<file path="src/rtl/mips_fetch_if.sv">
// Fetch-stage bus: instruction memory port, decode handshake and execute redirect.
// MIPS_FETCH_MISALIGN_TRAP_EN adds the fetch_fault signal.
interface mips_fetch_if;
  logic        redirect;
  logic [31:0] redirect_addr;
  logic [29:0] imem_addr;
  logic        imem_en_c;
  logic [31:0] imem_data;
  logic [31:0] pc_addr;
  logic        inst_valid;
  logic [31:0] inst_data;
  logic [31:0] inst_pc;
  logic        inst_ready;
`ifdef MIPS_FETCH_MISALIGN_TRAP_EN
  logic        fetch_fault;
`endif

  modport master (
    input  redirect, redirect_addr, imem_data, inst_ready,
`ifdef MIPS_FETCH_MISALIGN_TRAP_EN
    output fetch_fault,
`endif
    output imem_addr, imem_en_c, pc_addr, inst_valid, inst_data, inst_pc
  );

  modport slave (
    output redirect, redirect_addr, imem_data, inst_ready,
`ifdef MIPS_FETCH_MISALIGN_TRAP_EN
    input  fetch_fault,
`endif
    input  imem_addr, imem_en_c, pc_addr, inst_valid, inst_data, inst_pc
  );
endinterface

</file>
<file path="src/rtl/mips_fetch.sv">
// MIPS instruction fetch: PC generation, sync imem read, 2-entry decode queue.
// Optional misaligned-redirect trap under MIPS_FETCH_MISALIGN_TRAP_EN.
module mips_fetch #(
  parameter logic [31:0] RESET_PC = 32'h0000_0000
) (
  input  logic         clk_i,
  input  logic         rst_i,
  mips_fetch_if.master bus_io
);
  localparam int unsigned XLEN  = 32;
  localparam int unsigned DEPTH = 2;
  localparam int unsigned CW    = 2;

  typedef struct packed {
    logic [XLEN-1:0] data;
    logic [XLEN-1:0] pc;
  } entry_t;

  logic [XLEN-1:0]    pc_q, pc_d;
  entry_t [DEPTH-1:0] q_q, q_d;
  logic [CW-1:0]      count_q, count_d;
  logic               inflight_q, inflight_d;
  logic [XLEN-1:0]    inflight_pc_q, inflight_pc_d;
  logic               pop;
  logic               issue;
  logic               trap_c;
  logic [CW-1:0]      after_pop;

`ifdef MIPS_FETCH_MISALIGN_TRAP_EN
  logic fault_q, fault_d;
  assign trap_c             = fault_q;
  assign bus_io.fetch_fault = fault_q;
`else
  logic unused_addr_c;
  assign trap_c        = 1'b0;
  assign unused_addr_c = ^bus_io.redirect_addr[1:0];
`endif

  // Next-state: redirect flushes everything; otherwise pop, push return, maybe issue.
  always_comb begin
    pc_d          = pc_q;
    q_d           = q_q;
    count_d       = count_q;
    inflight_d    = 1'b0;
    inflight_pc_d = inflight_pc_q;
    issue         = 1'b0;
    pop           = (count_q != '0) & bus_io.inst_ready;
    after_pop     = count_q - CW'(pop);
`ifdef MIPS_FETCH_MISALIGN_TRAP_EN
    fault_d       = fault_q;
`endif
    if (bus_io.redirect) begin
      count_d = '0;
      if (!trap_c) begin
        pc_d = {bus_io.redirect_addr[31:2], 2'b00};
      end
`ifdef MIPS_FETCH_MISALIGN_TRAP_EN
      fault_d = fault_q | (|bus_io.redirect_addr[1:0]);
`endif
    end else begin
      if (pop) begin
        q_d[0] = q_q[1];
      end
      // Issue rule guarantees the tail slot is free when a word returns
      if (inflight_q) begin
        q_d[after_pop[0]].data = bus_io.imem_data;
        q_d[after_pop[0]].pc   = inflight_pc_q;
      end
      count_d = after_pop + CW'(inflight_q);
      issue   = !trap_c && ((count_q + CW'(inflight_q) - CW'(pop)) < CW'(DEPTH));
      if (issue) begin
        inflight_d    = 1'b1;
        inflight_pc_d = pc_q;
        pc_d          = pc_q + XLEN'(4);
      end
    end
  end

  always_ff @(posedge clk_i or posedge rst_i) begin
    if (rst_i) begin
      pc_q          <= RESET_PC;
      q_q           <= '0;
      count_q       <= '0;
      inflight_q    <= 1'b0;
      inflight_pc_q <= '0;
`ifdef MIPS_FETCH_MISALIGN_TRAP_EN
      fault_q       <= 1'b0;
`endif
    end else begin
      pc_q          <= pc_d;
      q_q           <= q_d;
      count_q       <= count_d;
      inflight_q    <= inflight_d;
      inflight_pc_q <= inflight_pc_d;
`ifdef MIPS_FETCH_MISALIGN_TRAP_EN
      fault_q       <= fault_d;
`endif
    end
  end

  assign bus_io.imem_en_c  = issue & ~rst_i;
  assign bus_io.imem_addr  = pc_q[XLEN-1:2];
  assign bus_io.pc_addr    = pc_q;
  assign bus_io.inst_valid = (count_q != '0);
  assign bus_io.inst_data  = q_q[0].data;
  assign bus_io.inst_pc    = q_q[0].pc;
endmodule
</file>
<file path="src/flat_wrapper.sv">
// flat-port wrapper written by rule: the top's interface ports become plain ports
module mips_fetch_flat 
#(
  parameter logic [31:0] RESET_PC = 32'h0000_0000
)
  (clk_i, rst_i, bus_io_redirect, bus_io_redirect_addr, bus_io_imem_data, bus_io_inst_ready, bus_io_imem_addr, bus_io_imem_en_c, bus_io_pc_addr, bus_io_inst_valid, bus_io_inst_data, bus_io_inst_pc);
  mips_fetch_if bus_io_i ();
  input  logic clk_i;
  input  logic rst_i;
  input wire logic [$bits(bus_io_i.redirect)-1:0] bus_io_redirect;
  input wire logic [$bits(bus_io_i.redirect_addr)-1:0] bus_io_redirect_addr;
  input wire logic [$bits(bus_io_i.imem_data)-1:0] bus_io_imem_data;
  input wire logic [$bits(bus_io_i.inst_ready)-1:0] bus_io_inst_ready;
  output wire logic [$bits(bus_io_i.imem_addr)-1:0] bus_io_imem_addr;
  output wire logic [$bits(bus_io_i.imem_en_c)-1:0] bus_io_imem_en_c;
  output wire logic [$bits(bus_io_i.pc_addr)-1:0] bus_io_pc_addr;
  output wire logic [$bits(bus_io_i.inst_valid)-1:0] bus_io_inst_valid;
  output wire logic [$bits(bus_io_i.inst_data)-1:0] bus_io_inst_data;
  output wire logic [$bits(bus_io_i.inst_pc)-1:0] bus_io_inst_pc;
  assign bus_io_i.redirect = bus_io_redirect;
  assign bus_io_i.redirect_addr = bus_io_redirect_addr;
  assign bus_io_i.imem_data = bus_io_imem_data;
  assign bus_io_i.inst_ready = bus_io_inst_ready;
  assign bus_io_imem_addr = bus_io_i.imem_addr;
  assign bus_io_imem_en_c = bus_io_i.imem_en_c;
  assign bus_io_pc_addr = bus_io_i.pc_addr;
  assign bus_io_inst_valid = bus_io_i.inst_valid;
  assign bus_io_inst_data = bus_io_i.inst_data;
  assign bus_io_inst_pc = bus_io_i.inst_pc;
  mips_fetch #(.RESET_PC(RESET_PC)) u_core (.clk_i(clk_i), .rst_i(rst_i), .bus_io(bus_io_i));
endmodule
</file>
<file path="config.mk">
export PLATFORM = sky130hd
export DESIGN_NAME = mips_fetch_flat
export DESIGN_NICKNAME = d
export VERILOG_FILES = /design/src/rtl/mips_fetch_if.sv /design/src/rtl/mips_fetch.sv /design/src/flat_wrapper.sv
export SDC_FILE = /design/constraint.sdc
export NUM_CORES = 1
export LEC_CHECK = 0
export CORE_MARGIN = 2
export CORE_UTILIZATION = 25
export CTS_BUF_LIST = sky130_fd_sc_hd__clkbuf_8
export DETAILED_ROUTE_END_ITERATION = 10
export GPL_ROUTABILITY_DRIVEN = 0
export GPL_TIMING_DRIVEN = 0
export HOLD_SLACK_MARGIN = 0.08
export RECOVER_POWER = 50
export SLEW_MARGIN = 25
export SYNTH_ARGS = -nofsm -noshare
export SYNTH_HDL_FRONTEND = slang
export SYNTH_SLANG_ARGS = --single-unit
</file>
<file path="constraint.sdc">
create_clock -name clk_i -period 16.7 [get_ports clk_i]
set_input_delay 4.175 -clock clk_i [delete_from_list [all_inputs] [get_ports clk_i]]
set_output_delay 4.175 -clock clk_i [all_outputs]
set_load 0.02 [all_outputs]
</file>
## Word level (Yosys, flattened, before mapping)

Index checks and enable logic that the tools add are counted.

| storage, ports and cells | value |
|---|---|
| register bits after elaboration | 195 |
| input bits | 68 |
| output and inout bits | 128 |
| word-level logic and storage cells | 40 |

| operators by class | value |
|---|---|
| add/sub/neg operators | 5 |
| magnitude comparators | 3 |
| mux-type cells | 15 |
| bitwise logic cells | 4 |
| reductions and logical operators | 5 |

Operators with widths:

| operator | number |
|---|---|
| $bwmux 128 | 2 |
| $mux 64 | 4 |
| $demux 64 s1 | 2 |
| $mux 32 | 3 |
| $add 32x3->32 const B | 1 |
| $add 2x1->2 | 2 |
| $reduce_and 2->1 | 2 |
| $reduce_bool 2->1 | 2 |
| $sub 2x1->2 | 2 |
| $mux 1 | 3 |
| $and 1x1->1 | 2 |
| $lt 1x2->1 const B | 1 |
| $lt 2x2->1 const B | 1 |
| $mux 2 | 1 |
| $not 1->1 | 2 |
| $ge 1x1->1 const B | 1 |
| $logic_and 1x1->1 | 1 |

## Depth between registers and ports, before layout

Gate-level depths: netlist of the first run.

| depth | value |
|---|---|
| depth after elaboration | 10 |
| mapped depth | 10 |
| gate-level depth less buffers | 9 |

## Least setup slack after synthesis of the first run

Ideal clock, no wire load.

| timing path | value |
|---|---|
| path kind | input -> output |
| start point | in rst_i |
| end point | out bus_io_imem_en_c |
| arrival | 8.688 ns |
| data required time | 12.525 ns |
| path slack | 3.837 ns |
| stages on the path | 2 |
| path buffers | 0 |
| cells stage by stage | inv_1 -> and2_1 |

| on the way | value |
|---|---|
| cells in the longest elaborated chain, start to end | 2 |

RTL lines:

| what | RTL line | text |
|---|---|---|
| from (decl) | flat_wrapper.sv:9 | `input logic rst_i;` |
| $not 1->1 | mips_fetch.sv:101 | `assign bus_io.imem_en_c = issue & ~rst_i;` |
| $and 1x1->1 | mips_fetch.sv:101 |  |
| to (decl) | flat_wrapper.sv:15 | `output wire logic [$bits(bus_io_i.imem_en_c)-1:0] bus_io_imem_en_c;` |

No other way between the ends.

## Worst setup path after layout of the first run

| timing path | value |
|---|---|
| start point | in bus_io_inst_ready |
| end point | out bus_io_imem_en_c |

| on the way | value |
|---|---|
| cells in the longest elaborated chain, start to end | 5 |

RTL lines:

| what | RTL line | text |
|---|---|---|
| from (decl) | flat_wrapper.sv:13 | `input wire logic [$bits(bus_io_i.inst_ready)-1:0] bus_io_inst_ready;` |
| $and 1x1->1 | mips_fetch.sv:47 | `pop = (count_q != '0) & bus_io.inst_ready;` |
| $sub 2x1->2 | mips_fetch.sv:70 | `issue = !trap_c && ((count_q + CW'(inflight_q) - CW'(pop)) < CW'(DEPTH));` |
| $lt 2x2->1 | mips_fetch.sv:70 |  |
| $mux 1 | mips_fetch.sv:52 | `if (bus_io.redirect) begin` |
| $and 1x1->1 | mips_fetch.sv:101 |  |

No other way between the ends.

==> flow_summary.ini, run 1 <==
[floorplan]
die_w_um = 191
io_pins = 196
die_area_um2 = 36500
initial_core_util_pct = 25.4
row_count = 68
core-area_um2 = 34500
die_y_um = 191

[cts]
htree_levels = 4
cts_setup_buffers = 0
clk_latency_ps = 470
hold_buffers = 0
cts_made_buffers = 17
cts_sinks = 190
ctsRootBufferMaster = clkbuf_8
cts_tree = yes
cts_resized = 0
path_clk_slew_ps = 90
ctsLongestPathBuffers = 2

[yosys]
yosysWarnings = 0
synth_seq_cells = 190
synthAdderAreaFrac_pct = 0.286
synth.top_cells.by_area = dfrtp_1, mux2_2, buf_4
synth-simple-area-share_pct = 12.7
syn_avg_cell_area_um2 = 11.0
yosys.area.top_type = dfrtp_1
ys_types = 45
synth_top_family_by_area = simple AND/OR/NAND/NOR gates
synth.yosys.seq_area_share_pct = 54.4
synth_top_area_share_pct = 54.4
synth_compound_area_share_pct = 7.50
synth-xor-area-share_pct = 1.40
muxShareOfSynthArea_pct = 12.6
syn_inst = 797
syn-cell-area_um2 = 8740

[sta]
final-setup-viol-count = 0
rsz0062_at_grt = false
tightest_slew_ps = 5180
fin_crit_ps = 11280
finalHoldViolCount = 0
finalCritPeriodShare_pct = 67.6
max_freq_ghz = 0.0886
max_slew_margin_pct = -245
slew_violations = 107
fin_worst_skew_ps = 16.3
tns_ps = 0

[power_and_ir_drop]
power_frac_comb_pct = 31.8
p_per_area_nw_per_um2 = 128
seqPwrFrac_pct = 45.6
p_switching_w = 0.000484
intPower_w = 0.00101
swShare_pct = 32.4
peakVddDrop_mv = 0.0513
power.share.clock_pct = 22.6
p_leak_nw = 4.93
finalPower_w = 0.00149

[detailed_routing]
wl_per_cell_um = 16.2
vias = 6527
drc = 0
wl_um = 23900
drtIter0Drc = 258
first_pass_iters = 4
drt-vias-per-instance = 4.42
postRouteAntennaNets = 0

[layout]
final_nets = 1078
drive_above_1_share_pct = 23.9
diodes = 0
synthToLayoutAreaGrowth_pct = 33.4
design_area_um2 = 11700

[global_routing]
grt_max_degree = 97
grt_antenna_before_repair = 1
grt_pass1_vias = 6634
grt-ovfl-total = 0
grt_pass1_wl_um = 37200
grt_usage_pct = 13.3

[critical_path]
crit_type = input port to output port
startpoint_type = input port
crit_required_ps = 12520
arrival_ps = 7110
cp_max_fo = 10
endpoint_kind = output port

[placement]
dp_hpwl_um = 17000
place_area_um2 = 11200
port_buffers = 190

[status]
violations = capacitance limit, slew limit
status = finished with violations

[run]
maxCapViolCount = 2

[min_path]
worstHoldPathType = register to register
==> power groups by stage <==
stage	Combinational [W]	Clock, W	Sequential (W)
floorplan	0.000307	0	0.000671
global placement	0.000489	0	0.000685
detailed placement	0.000498	0	0.000690
CTS	0.000499	0.000350	0.000681
global route	0.000514	0.000371	0.000699
finish	0.000474	0.000338	0.000680
==> stage by stage <==
stage / worst slack (ps) / instances / hold WS, ps / utilization (%)
after floorplan: 3840 / 798 / 459 / -
after global placement: 1180 / 1443 / 468 / 32.5
after detailed placement: 5430 / 1444 / 478 / 32.6
after CTS: 5430 / 1476 / 504 / 33.9
after global routing: 5230 / 1476 / 524 / 33.8
final: 5420 / 1476 / 498 / 33.8
==> worst paths after layout <==
path | from | end | slack (ps) | cells past startpoint
setup reg to reg | u_core.count_q[0]$_DFF_PP0_ | u_core.q_q[87]$_DFFE_PP0P_ | 13710 | 5
min in group asynchronous | rst_i | u_core.bus_io.inst_data[17]$_DFFE_PP0N_ | 4300 | 2
max in group asynchronous | rst_i | u_core.inflight_q$_DFF_PP0_ | 6990 | 3
hold reg to reg | u_core.q_q[122]$_DFFE_PP0P_ | u_core.q_q[122]$_DFFE_PP0P_ | 500 | 1
hold / removal | u_core.q_q[122]$_DFFE_PP0P_ | u_core.q_q[122]$_DFFE_PP0P_ | 500 | 1
setup / recovery | bus_io_inst_ready | bus_io_imem_en_c | 5420 | 11
==> synthesized netlist by cell type, drive strengths merged <==
cell    number
nor4         1
or3b         1
o31ai        2
nor2b        6
clkbuf      26
and2         4
buf        112
xor2        11
nor3         1
or2          1
ha           2
and2b        1
and3         5
or4          6
a21bo        1
a211o        1
nand4       12
conb         1
a21oi        4
or3          7
nor3b        1
o22ai       64
mux2        94
o21ai       19
a31oi        8
a22oi        5
mux2i        4
xnor2        3
nand3       19
dfrtp      190
nand2       31
inv          9
and4         4
nand2b       2
nor2       139
==> area by class of cell <==
class,count,area (µm²)
Buffer,138,931
Clock buffer,17,234
Clock inverter,15,199
Fill cell,3498,22800
Inverter,9,41.3
Multi-Input combinational cell,461,3020
Sequential cell,190,4750
Tap cell,455,569
Timing Repair Buffer,191,1910
==> kinds of logic after synthesis <==
kind of cell,Yosys count
adders and majority gates,2
AOI/OAI and AO/OA,104
and+or+nand+nor,241
DFF,190
muxes,98
xor gates and xnor gates,14
buffers and inverters,147
other,1
==> layer usage <==
metal / vias up / wire length, µm / GRT usage (%)
met5: - / 13 / 0
met4: 2 / 255 / 3.04
met3: 15 / 1480 / 3.19
met2: 178 / 11000 / 20.9
met1: 3246 / 11200 / 18.4
li1: 3086 / - / -
==> worst max-delay path, stage by stage <==
cell	delay, ps
dlygate4sd3_1	660
mux2i_1	320
inv_1	80
ha_1	200
and2b_1	290
nand2_1	150
and3_1	200
buf_2	170
buf_6	170
and2_1	160
clkdlybuf4s50_1	530
==> registers in the layout (all words and copies together), names as in the netlist <==
name / count
u_core.count_q: 2
u_core.bus_io.inst_data: 32
u_core.bus_io.inst_pc: 32
u_core.bus_io.pc_addr: 30
u_core.q_q: 63
u_core.inflight_q: 1
u_core.inflight_pc_q: 30
==> cell usage in the layout, fill, tap and decap left out, drive strengths merged, types with 5 or more instances in the layout <==
master / Yosys / routed
o22ai: 64 / 64
buf: 112 / 112
nand4: 12 / 12
mux2: 94 / 94
clkbuf: 26 / 44
clkinv: 0 / 5
a22oi: 5 / 5
a31oi: 8 / 8
nand3: 19 / 19
inv: 9 / 16
nor2: 139 / 139
and3: 5 / 5
xor2: 11 / 11
or3: 7 / 7
nor2b: 6 / 6
dfrtp: 190 / 190
dlygate4sd3: 0 / 59
o21ai: 19 / 19
or4: 6 / 6
clkdlybuf4s50: 0 / 131
nand2: 31 / 31
Note: power is estimated with default switching activity, not from simulation.
==> run 2, diff against run 1 <==
Clock period 16.7 ns to 11.5 ns, I/O delays scaled along.
==> results of run 2 <==
The final DEF is identical to that of run 1. Status: finished with violations: capacitance limit, slew limit.
Among the figures that moved: setup slack after placement 5430 ps -> 2830 ps; setup slack after layout 5420 ps -> 2820 ps; register-to-register setup slack 13710 ps -> 8510 ps; total power 0.00149 W -> 0.00217 W; worst IR drop on VDD 0.0513 mV -> 0.0745 mV
